File: src/rtl/ir_tx_pkg.sv
// Shared types and elaboration-time helpers for the consumer-IR transmit path.
package ir_tx_pkg;

    typedef enum logic [2:0] {
        IDLE,
        LEAD_MARK,
        LEAD_SPACE,
        BIT_MARK,
        BIT_SPACE,
        GAP_MARK,
        GAP_SPACE,
        TRAIL_MARK
    } state_t;

    function automatic int unsigned us_to_cycles(input int unsigned clk_hz, input int unsigned us);
        return (clk_hz / 1_000_000) * us;
    endfunction

    function automatic int unsigned max_u(input int unsigned a, input int unsigned b);
        return (a > b) ? a : b;
    endfunction

    // Bits needed for a counter running 0..n-1.
    function automatic int unsigned cnt_width(input int unsigned n);
        return (n <= 2) ? 1 : $clog2(n);
    endfunction

endpackage

File: src/rtl/ir_carrier_gen.sv
// Free-running carrier divider; carrier_hi is high for the upper half of each period.
module ir_carrier_gen
    import ir_tx_pkg::*;
#(
    parameter int unsigned CLK_HZ     = 125_000_000,
    parameter int unsigned CARRIER_HZ = 38_000
) (
    input  logic clk,
    input  logic rst,
    output logic carrier_hi
);

    localparam int unsigned CP   = CLK_HZ / CARRIER_HZ;
    localparam int unsigned HALF = CP / 2;
    localparam int unsigned CW   = cnt_width(CP);

    logic [CW-1:0] cnt;
    logic [CW-1:0] cnt_nxt;

    always_comb begin
        cnt_nxt = (cnt == CW'(CP - 1)) ? '0 : cnt + CW'(1);
    end

    // carrier_hi is registered from the next count so it always matches cnt.
    always_ff @(posedge clk) begin
        if (rst) begin
            cnt        <= '0;
            carrier_hi <= (HALF == 0);
        end else begin
            cnt        <= cnt_nxt;
            carrier_hi <= (cnt_nxt >= CW'(HALF));
        end
    end

endmodule

File: src/rtl/ir_frame_tx.sv
// Two-segment pulse-distance IR frame transmitter with carrier modulation.
module ir_frame_tx
    import ir_tx_pkg::*;
#(
    parameter int unsigned CLK_HZ        = 125_000_000,
    parameter int unsigned CARRIER_HZ    = 38_000,
    parameter int unsigned SEG0_BITS     = 35,
    parameter int unsigned SEG1_BITS     = 32,
    parameter int unsigned LEAD_MARK_US  = 9000,
    parameter int unsigned LEAD_SPACE_US = 4500,
    parameter int unsigned BIT_MARK_US   = 600,
    parameter int unsigned ZERO_SPACE_US = 600,
    parameter int unsigned ONE_SPACE_US  = 1600,
    parameter int unsigned GAP_SPACE_US  = 20000,
    parameter bit          OUT_INVERT    = 1'b0
) (
    input  logic                 clk,
    input  logic                 rst,
    input  logic                 frame_valid,
    output logic                 frame_ready,
    input  logic [SEG0_BITS-1:0] seg0_data,
    input  logic [SEG1_BITS-1:0] seg1_data,
    output logic                 busy,
    output logic                 done,
    output logic                 ir_out
);

    localparam int unsigned T_LM   = us_to_cycles(CLK_HZ, LEAD_MARK_US);
    localparam int unsigned T_LS   = us_to_cycles(CLK_HZ, LEAD_SPACE_US);
    localparam int unsigned T_BM   = us_to_cycles(CLK_HZ, BIT_MARK_US);
    localparam int unsigned T_ZERO = us_to_cycles(CLK_HZ, ZERO_SPACE_US);
    localparam int unsigned T_ONE  = us_to_cycles(CLK_HZ, ONE_SPACE_US);
    localparam int unsigned T_GAP  = us_to_cycles(CLK_HZ, GAP_SPACE_US);
    localparam int unsigned T_MAX  = max_u(max_u(max_u(T_LM, T_LS), max_u(T_BM, T_ZERO)),
                                           max_u(T_ONE, T_GAP));
    localparam int unsigned TW     = cnt_width(T_MAX);
    localparam int unsigned IW     = cnt_width(max_u(SEG0_BITS, SEG1_BITS));

    state_t               state, state_nxt;
    logic [TW-1:0]        timer, timer_nxt;
    logic [IW-1:0]        bit_idx, bit_idx_nxt;
    logic                 seg_sel, seg_sel_nxt;
    logic [SEG0_BITS-1:0] seg0_q, seg0_nxt;
    logic [SEG1_BITS-1:0] seg1_q, seg1_nxt;
    logic                 done_nxt;
    logic                 carrier_hi;
    logic                 envelope_c;
    logic                 cur_bit_c;
    logic                 phase_end_c;
    int unsigned          phase_len_c;

    ir_carrier_gen #(
        .CLK_HZ     (CLK_HZ),
        .CARRIER_HZ (CARRIER_HZ)
    ) u_carrier (
        .clk        (clk),
        .rst        (rst),
        .carrier_hi (carrier_hi)
    );

    // Current bit, phase length and envelope for the present state.
    always_comb begin
        cur_bit_c = 1'b0;
        for (int k = 0; k < int'(SEG0_BITS); k++) begin
            if (!seg_sel && bit_idx == IW'(k)) cur_bit_c = seg0_q[k];
        end
        for (int k = 0; k < int'(SEG1_BITS); k++) begin
            if (seg_sel && bit_idx == IW'(k)) cur_bit_c = seg1_q[k];
        end

        envelope_c = (state inside {LEAD_MARK, BIT_MARK, GAP_MARK, TRAIL_MARK});

        case (state)
            LEAD_MARK:                       phase_len_c = T_LM;
            LEAD_SPACE:                      phase_len_c = T_LS;
            BIT_MARK, GAP_MARK, TRAIL_MARK:  phase_len_c = T_BM;
            BIT_SPACE:                       phase_len_c = cur_bit_c ? T_ONE : T_ZERO;
            GAP_SPACE:                       phase_len_c = T_GAP;
            default:                         phase_len_c = 1;
        endcase

        phase_end_c = (timer == TW'(phase_len_c - 1));
    end

    // Next-state logic.
    always_comb begin
        state_nxt   = state;
        timer_nxt   = timer + TW'(1);
        bit_idx_nxt = bit_idx;
        seg_sel_nxt = seg_sel;
        seg0_nxt    = seg0_q;
        seg1_nxt    = seg1_q;
        done_nxt    = 1'b0;

        if (state == IDLE) begin
            timer_nxt = '0;
            if (frame_valid && frame_ready) begin
                seg0_nxt    = seg0_data;
                seg1_nxt    = seg1_data;
                seg_sel_nxt = 1'b0;
                bit_idx_nxt = IW'(SEG0_BITS - 1);
                state_nxt   = LEAD_MARK;
            end
        end else if (phase_end_c) begin
            timer_nxt = '0;
            case (state)
                LEAD_MARK:  state_nxt = LEAD_SPACE;
                LEAD_SPACE: state_nxt = BIT_MARK;
                BIT_MARK:   state_nxt = BIT_SPACE;
                BIT_SPACE: begin
                    if (bit_idx == '0) begin
                        state_nxt = seg_sel ? TRAIL_MARK : GAP_MARK;
                    end else begin
                        bit_idx_nxt = bit_idx - IW'(1);
                        state_nxt   = BIT_MARK;
                    end
                end
                GAP_MARK:   state_nxt = GAP_SPACE;
                GAP_SPACE: begin
                    seg_sel_nxt = 1'b1;
                    bit_idx_nxt = IW'(SEG1_BITS - 1);
                    state_nxt   = BIT_MARK;
                end
                TRAIL_MARK: begin
                    state_nxt = IDLE;
                    done_nxt  = 1'b1;
                end
                default:    state_nxt = IDLE;
            endcase
        end
    end

    always_ff @(posedge clk) begin
        if (rst) begin
            state       <= IDLE;
            timer       <= '0;
            bit_idx     <= '0;
            seg_sel     <= 1'b0;
            seg0_q      <= '0;
            seg1_q      <= '0;
            frame_ready <= 1'b1;
            busy        <= 1'b0;
            done        <= 1'b0;
            ir_out      <= OUT_INVERT;
        end else begin
            state       <= state_nxt;
            timer       <= timer_nxt;
            bit_idx     <= bit_idx_nxt;
            seg_sel     <= seg_sel_nxt;
            seg0_q      <= seg0_nxt;
            seg1_q      <= seg1_nxt;
            frame_ready <= (state_nxt == IDLE);
            busy        <= (state_nxt != IDLE);
            done        <= done_nxt;
            ir_out      <= (envelope_c & carrier_hi) ^ OUT_INVERT;
        end
    end

endmodule
File: config.mk
export PLATFORM = sky130hd
export DESIGN_NAME = ir_frame_tx
export DESIGN_NICKNAME = d
export VERILOG_FILES = /design/src/rtl/ir_tx_pkg.sv /design/src/rtl/ir_carrier_gen.sv /design/src/rtl/ir_frame_tx.sv
export SDC_FILE = /design/constraint.sdc
export NUM_CORES = 1
export LEC_CHECK = 0
export BUFFER_PORTS_ARGS = -buffer_cell sky130_fd_sc_hd__buf_2
export CELL_PAD_IN_SITES_DETAIL_PLACEMENT = 1
export CELL_PAD_IN_SITES_GLOBAL_PLACEMENT = 1
export CORE_MARGIN = 10
export CORE_UTILIZATION = 46
export CTS_BUF_LIST = sky130_fd_sc_hd__clkbuf_16
export DETAILED_ROUTE_END_ITERATION = 8
export PLACE_DENSITY = 0.86
export SYNTH_ARGS = -nofsm -noshare
export SYNTH_HDL_FRONTEND = slang
export SYNTH_SLANG_ARGS = --single-unit
File: constraint.sdc
create_clock -name clk -period 7.85 [get_ports clk]
set_input_delay 0.3925 -clock clk [delete_from_list [all_inputs] [get_ports clk]]
set_output_delay 0.3925 -clock clk [all_outputs]
set_load 0.05 [all_outputs]
* Yosys cells after proc, flatten, opt, wreduce, memory -nomap -nowiden
Cells that the tools add are included.
** Cells by class
- $add $sub $neg :: 4
- Multipliers :: 0
- Div/mod/pow operators :: 0
- Order comparisons :: 1
- Eq/ne operators :: 45
- Shift-type cells :: 0
- Muxes and demuxes :: 86
- Bitwise logic cells :: 2
- Reduce and logical (&&, ||, !) cells :: 84
** Operators with widths (number)
- 22-bit one-hot mux with 5 select lines :: 1
- 6-bit by 5-bit equality test with 1-bit output (second input constant) :: 16
- 1-bit 2-to-1 mux :: 72
- 1-bit logical AND :: 68
- 6-bit by 4-bit equality test with 1-bit output (second input constant) :: 8
- 6-bit by 3-bit equality test with 1-bit output (second input constant) :: 4
- 6-bit 2-to-1 mux :: 4
- 22-bit by 1-bit adder with 22-bit output (second input constant) :: 1
- 22-bit equality test :: 1
- 22-bit by 1-bit subtractor with 22-bit output (second input constant) :: 1
- 6-bit equality test (second input constant) :: 3
- 18-bit 2-to-1 mux :: 1
- 3-bit one-hot mux with 5 select lines :: 1
- 12-bit by 1-bit adder with 12-bit output (second input constant) :: 1
- 12-bit equality test (second input constant) :: 1
- 3-bit equality test (second input constant) :: 4
- 6-bit by 2-bit equality test with 1-bit output (second input constant) :: 2
- 12-bit by 11-bit >= comparator with 1-bit output (second input constant) :: 1
- 12-bit 2-to-1 mux :: 1
- 3-bit 2-to-1 mux :: 4
- 6-bit one-hot mux with 2 select lines :: 1
- 3-bit OR reduction :: 3
- 3-bit by 2-bit equality test with 1-bit output (second input constant) :: 2
- 6-bit by 1-bit equality test with 1-bit output (second input constant) :: 1
- other kinds (17) :: 20
** Word-level totals
- Flip-flop bits (word level) :: 116
- Latch bits :: 0
- Bits in writable memories :: 0
- Memory bits (read-only) :: 0
- Bits of input ports :: 70
- Output and inout port bits :: 4
- Logic and storage cells :: 234
- Memories kept :: 0

* Longest topological paths before layout
- Depth in word-level cells :: 76
- Gate-level depth with buffers :: 16
- Mapped depth without buffers :: 13

* Modules after synthesis
From an unflattened synthesis, not the netlist that was laid out.
** Unflattened totals
- Cells, all modules :: 849
- Area total of the unflattened synthesis :: 6570.1 um^2
** By module, submodules not included
- ir_frame_tx :: times used 1, cells an instance 771, area an instance 5851.9 um^2, seq. area each 2062.0 um^2
- ir_carrier_gen :: times used 1, cells an instance 78, area an instance 718.2 um^2, seq. area each 260.2 um^2

* Worst setup path before layout
Ideal clock, no wire load.
- Path kind :: reg2reg
- Start point :: register bit_idx[1]
- End point :: register bit_idx[4]
- Setup time :: 122 ps
- Arrival :: 3313 ps
- Slack :: 4415 ps
- Cell stages (with the launch flop) :: 15
- Buffers on the path :: 3
- Cell sequence :: dfxtp_1 inv_1 ha_1 buf_2 buf_6 o211ai_1 o2111ai_1 a2111oi_4 o221ai_2 a311oi_1 o21ai_2 mux2i_4 or3b_1 buf_6 o311a_1
** Between the ends
- Word-level cells in the longest chain between the ends :: 75
- Elaborated cells between the ends (all ways) :: 181
** Ends and longest elaborated chain
- from (decl) :: line ir_frame_tx.sv:41 : logic [IW-1:0] bit_idx, bit_idx_nxt;
- from (signal assigned) :: line ir_frame_tx.sv:148 : bit_idx <= bit_idx_nxt;
- 6-bit logical NOT :: line ir_frame_tx.sv:65, ir_frame_tx.sv:68, ir_frame_tx.sv:111
- 1-bit logical AND :: line ir_frame_tx.sv:65 : if (!seg_sel && bit_idx == IW'(k)) cur_bit_c = seg0_q[k];
- 1-bit 2-to-1 mux (35 in a row) :: line ir_frame_tx.sv:65
- 1-bit 2-to-1 mux (32 in a row) :: line ir_frame_tx.sv:68 : if (seg_sel && bit_idx == IW'(k)) cur_bit_c = seg1_q[k];
- 18-bit 2-to-1 mux :: line ir_frame_tx.sv:77 : BIT_SPACE: phase_len_c = cur_bit_c ? T_ONE : T_ZERO;
- 22-bit one-hot mux with 5 select lines :: line ir_frame_tx.sv:73 : case (state)
- 22-bit by 1-bit subtractor with 22-bit output :: line ir_frame_tx.sv:82 : phase_end_c = (timer == TW'(phase_len_c - 1));
- 22-bit equality test :: line ir_frame_tx.sv:82
- 2-bit nonzero test (no line)
- 4-bit AND reduction (no line)
Several ways; a longest one is shown, not always the timed one. The select of a mux whose other input is x is not followed.
A chain may end at the register's enable or synchronous reset.

* Final worst setup path
- Start point :: register bit_idx[0]
- End point :: register bit_idx[5]
Same word-level chain as after synthesis.

==> results by group <==
Timing
  • Setup TNS: 0 ps
  • Final setup violation count: 0
  • Worst slew pin tran: roughly 1000 ps
  • Final Critical Period: between 4000 and 5000 ps
  • Final worst-path cycle share: 0.552
  • Final Hold Violating Endpoints: 0
  • Max Slew Vio Count: 0
  • RSZ-0062 raised after global routing: false
  • Max transition margin: 0.335
  • Fmax: 0.231 GHz
  • Clock Skews: around 9.1 ps

Worst hold path
  • Hold path startpoint: seg0_data[21]
  • HP Class: input pin to flop
  • Worst hold path endpoint: seg0_q[21]$_SDFFE_PP0P_
  • Hold Path Cell Cnt: 3

Logic synthesis
  • YS warnings: 0
  • Syn_nets: between 900 and 1000
  • Synthesized area: about 0.0063 mm^2
  • Area share of the largest cell type after synthesis: 0.369
  • EDFF count, synth: 0
  • Syn Area/Cell: approximately 7.6 um^2
  • Seq/Total Area, Yosys: 0.369
  • Synth unique cells: 78
  • Post-synth top area cell: dfxtp_1
  • Synth Instances: ~830
  • Post-synthesis register bit count: 116
  • Synth area leaders: dfxtp_1, nand2_1, a21oi_1, nor2_1, xor2_1
  • Ys flop type: dfxtp_1
  • Async S/R FF share, synth: 0

Outcome
  • Status: complete, no violations

Final layout
  • Synth-to-Final Area Change: 14.9%
  • Final cell count without fillers: 1057
  • Antenna Cells: 0
  • Layout cells sized above 1: 0.153
  • Final nets: 946

Critical path
  • Worst Setup End Kind: flop
  • Critical Path Source Type: flop
  • R2R Path Start: bit_idx[0]$_SDFFE_PP0P_
  • Critical Path RT: roughly 8100 ps
  • Reg-to-Reg End: bit_idx[5]$_SDFFE_PP0P_
  • FF-to-FF path depth: 13
  • Critical path fanouts, max: 25
  • Reg2Reg Setup Slack: ~3500 ps
  • WS Path Type: flop to flop
  • Arrival @ worst endpoint: about 4600 ps

Route
  • Detailed Routing Iterations Pass 1: 5
  • Total routed wirelength: 19700 um
  • Vias per inst: about 5.8
  • DRT antenna net count: 0
  • WL/cell: about 19 um
  • DRC viols: 0
  • Via count: 6148
  • First-iteration detailed-routing DRC count: 581

Global routing
  • Vias in the first global route: 6612
  • Initial antenna violation count: 0
  • Grt ovf: 0
  • Total Routing Usage GR: 0.216
  • Global-route wire length before repair: ~33000 um
  • Largest net degree at the start of global routing: 76

Placed design
  • GPL Wtd Cong: 0.906
  • DP Cell Count: between 1000 and 1500
  • DP HPWL: approximately 14000 um
  • Port Buf Inserts: 73

CTS
  • CTS buffer count: 17
  • H-tree depth: 4
  • Sink Count: 116
  • CTS tree: yes
  • Max clock buf depth: 2
  • Post-CTS sizing: 0
  • Hold buffer count at cts: 0
  • Clk_lat worst skew: 430 ps
  • Clock tree root driver cell: clkbuf_16
  • CTS clk-pin slew, worst paths: approximately 60 ps
  • Setup Buffers After CTS: 0

Power
  • Sw Ratio: 0.346
  • NetSw: between 0.7 and 0.8 mW
  • Maximum vdd drop: ~0.00030 V
  • Int Pwr: ~1.4 mW
  • Comb power frac: 0.263
  • PwrDens: between 200 and 300 mW/mm^2
  • P_leak: 2.65 nW
  • Clock power share: 0.376
  • Seq pwr share: 0.360

Floorplan
  • Starting Density: 0.472
  • Die height: between 100 and 150 um
  • IO Pins: 74
  • Total Die Area: ~0.019 mm^2
  • Die X: around 140 um
  • Core footprint: 0.0133 mm^2
  • Rows: 42

Run
  • Number of max-cap violations: 0
-- layout by cell type (no fill, tap or decap), types with 7 or more instances in the layout --
cell | netlist | layout
nor2b_1 | 23 | 23
nor3_1 | 10 | 10
nor3b_1 | 8 | 8
ha_1 | 8 | 8
xor2_1 | 18 | 18
a21oi_1 | 94 | 94
nand3b_1 | 7 | 7
nand4_1 | 10 | 10
a31oi_1 | 17 | 17
dfxtp_1 | 116 | 116
o21ai_0 | 11 | 11
nand2_1 | 179 | 179
clkbuf_16 | 0 | 17
inv_1 | 23 | 23
and3_1 | 8 | 7
nand3_1 | 25 | 24
buf_2 | 14 | 73
nor2_1 | 72 | 72
xnor2_1 | 14 | 14
nand2b_1 | 11 | 11
-- sequential cells by signal (all words and copies together), names as in the netlist --
| signal | flops |
|---|---|
| u_carrier.cnt | 12 |
| seg_sel | 1 |
| done | 1 |
| bit_idx | 6 |
| seg0_q | 35 |
| frame_ready | 1 |
| u_carrier.carrier_hi | 1 |
| state | 3 |
| timer | 22 |
| busy | 1 |
| ir_out | 1 |
| seg1_q | 32 |
-- cell usage after synthesis (7+ instances only) --
cell / number
a21oi_1: 94
a31oi_1: 17
and3_1: 8
buf_2: 14
clkbuf_1: 29
dfxtp_1: 116
ha_1: 8
inv_1: 23
nand2_1: 179
nand2b_1: 11
nand3_1: 25
nand3b_1: 7
nand4_1: 10
nor2_1: 72
nor2b_1: 23
nor3_1: 10
nor3b_1: 8
o21ai_0: 11
xnor2_1: 14
xor2_1: 18
-- area by class of cell --
| cell class | instances | area, um^2 |
|---|---|---|
| Clock buffer | 17 | 425 |
| Timing Repair Buffer | 79 | 410 |
| Multi-Input combinational cell | 630 | 3600 |
| Inverter | 24 | 90.1 |
| Clock inverter | 15 | 165 |
| Fill cell | 1711 | 6110 |
| Sequential cell | 116 | 2320 |
| Tap cell | 176 | 220 |
-- worst max path at each step --
stage | from | end
2_1_floorplan | bit_idx[1]$_SDFFE_PP0P_ | bit_idx[4]$_SDFFE_PP0P_
3_3_place_gp | bit_idx[0]$_SDFFE_PP0P_ | bit_idx[5]$_SDFFE_PP0P_
3_5_place_dp | bit_idx[1]$_SDFFE_PP0P_ | bit_idx[5]$_SDFFE_PP0P_
4_1_cts | bit_idx[1]$_SDFFE_PP0P_ | bit_idx[5]$_SDFFE_PP0P_
5_1_grt | bit_idx[1]$_SDFFE_PP0P_ | bit_idx[5]$_SDFFE_PP0P_
6_report | bit_idx[0]$_SDFFE_PP0P_ | bit_idx[5]$_SDFFE_PP0P_
-- stage by stage --
| stage | utilization | area, um^2 | hold WS, ps | power [mW] | worst slack [ps] |
|---|---|---|---|---|---|
| after global placement | 0.498 | 6640 | 437 | 1.26 | 3840 |
| after detailed placement | 0.498 | 6640 | 453 | 1.29 | 3610 |
| after floorplan | - | 6300 | 430 | 1.15 | 4410 |
| after global routing | 0.542 | 7230 | 201 | 2.18 | 3190 |
| after CTS | 0.542 | 7230 | 189 | 2.08 | 3580 |
| final | 0.542 | 7230 | 202 | 2.07 | 3520 |
-- cells by family after synthesis --
logic type / count (synthesis) / synth area share
compound gates: 190 / 0.196
xor+xnor: 32 / 0.0445
fa+ha+maj: 8 / 0.0159
buf+inv: 81 / 0.0606
flops: 116 / 0.369
mux: 6 / 0.0119
simple gates: 394 / 0.303
-- power by group through the flow --
stage               Clock [mW]  Combinational, mW  Sequential (mW)
finish                   0.780              0.546            0.747
floorplan                    0              0.420            0.726
global placement             0              0.513            0.751
global route             0.821              0.606            0.757
detailed placement           0              0.535            0.755
CTS                      0.789              0.545            0.745
-- critical path, stage by stage (launching register included) --
cell       delay, ps
dfxtp_1          370
inv_1            160
ha_1             750
nand2_1          140
o211ai_1         300
o2111ai_1        230
a2111oi_4        420
o221ai_2         200
a311oi_1         360
o21ai_2          120
mux2i_4          220
or3b_1           540
o21ai_0          260
a31oi_1          100
-- routing by layer --
layer  track usage  part of all wire
met3        0.0506             0.046
met2         0.384              0.51
met1         0.246              0.42
met4        0.0790             0.021
met5             0                 0
(Power assumes the default switching activity.)
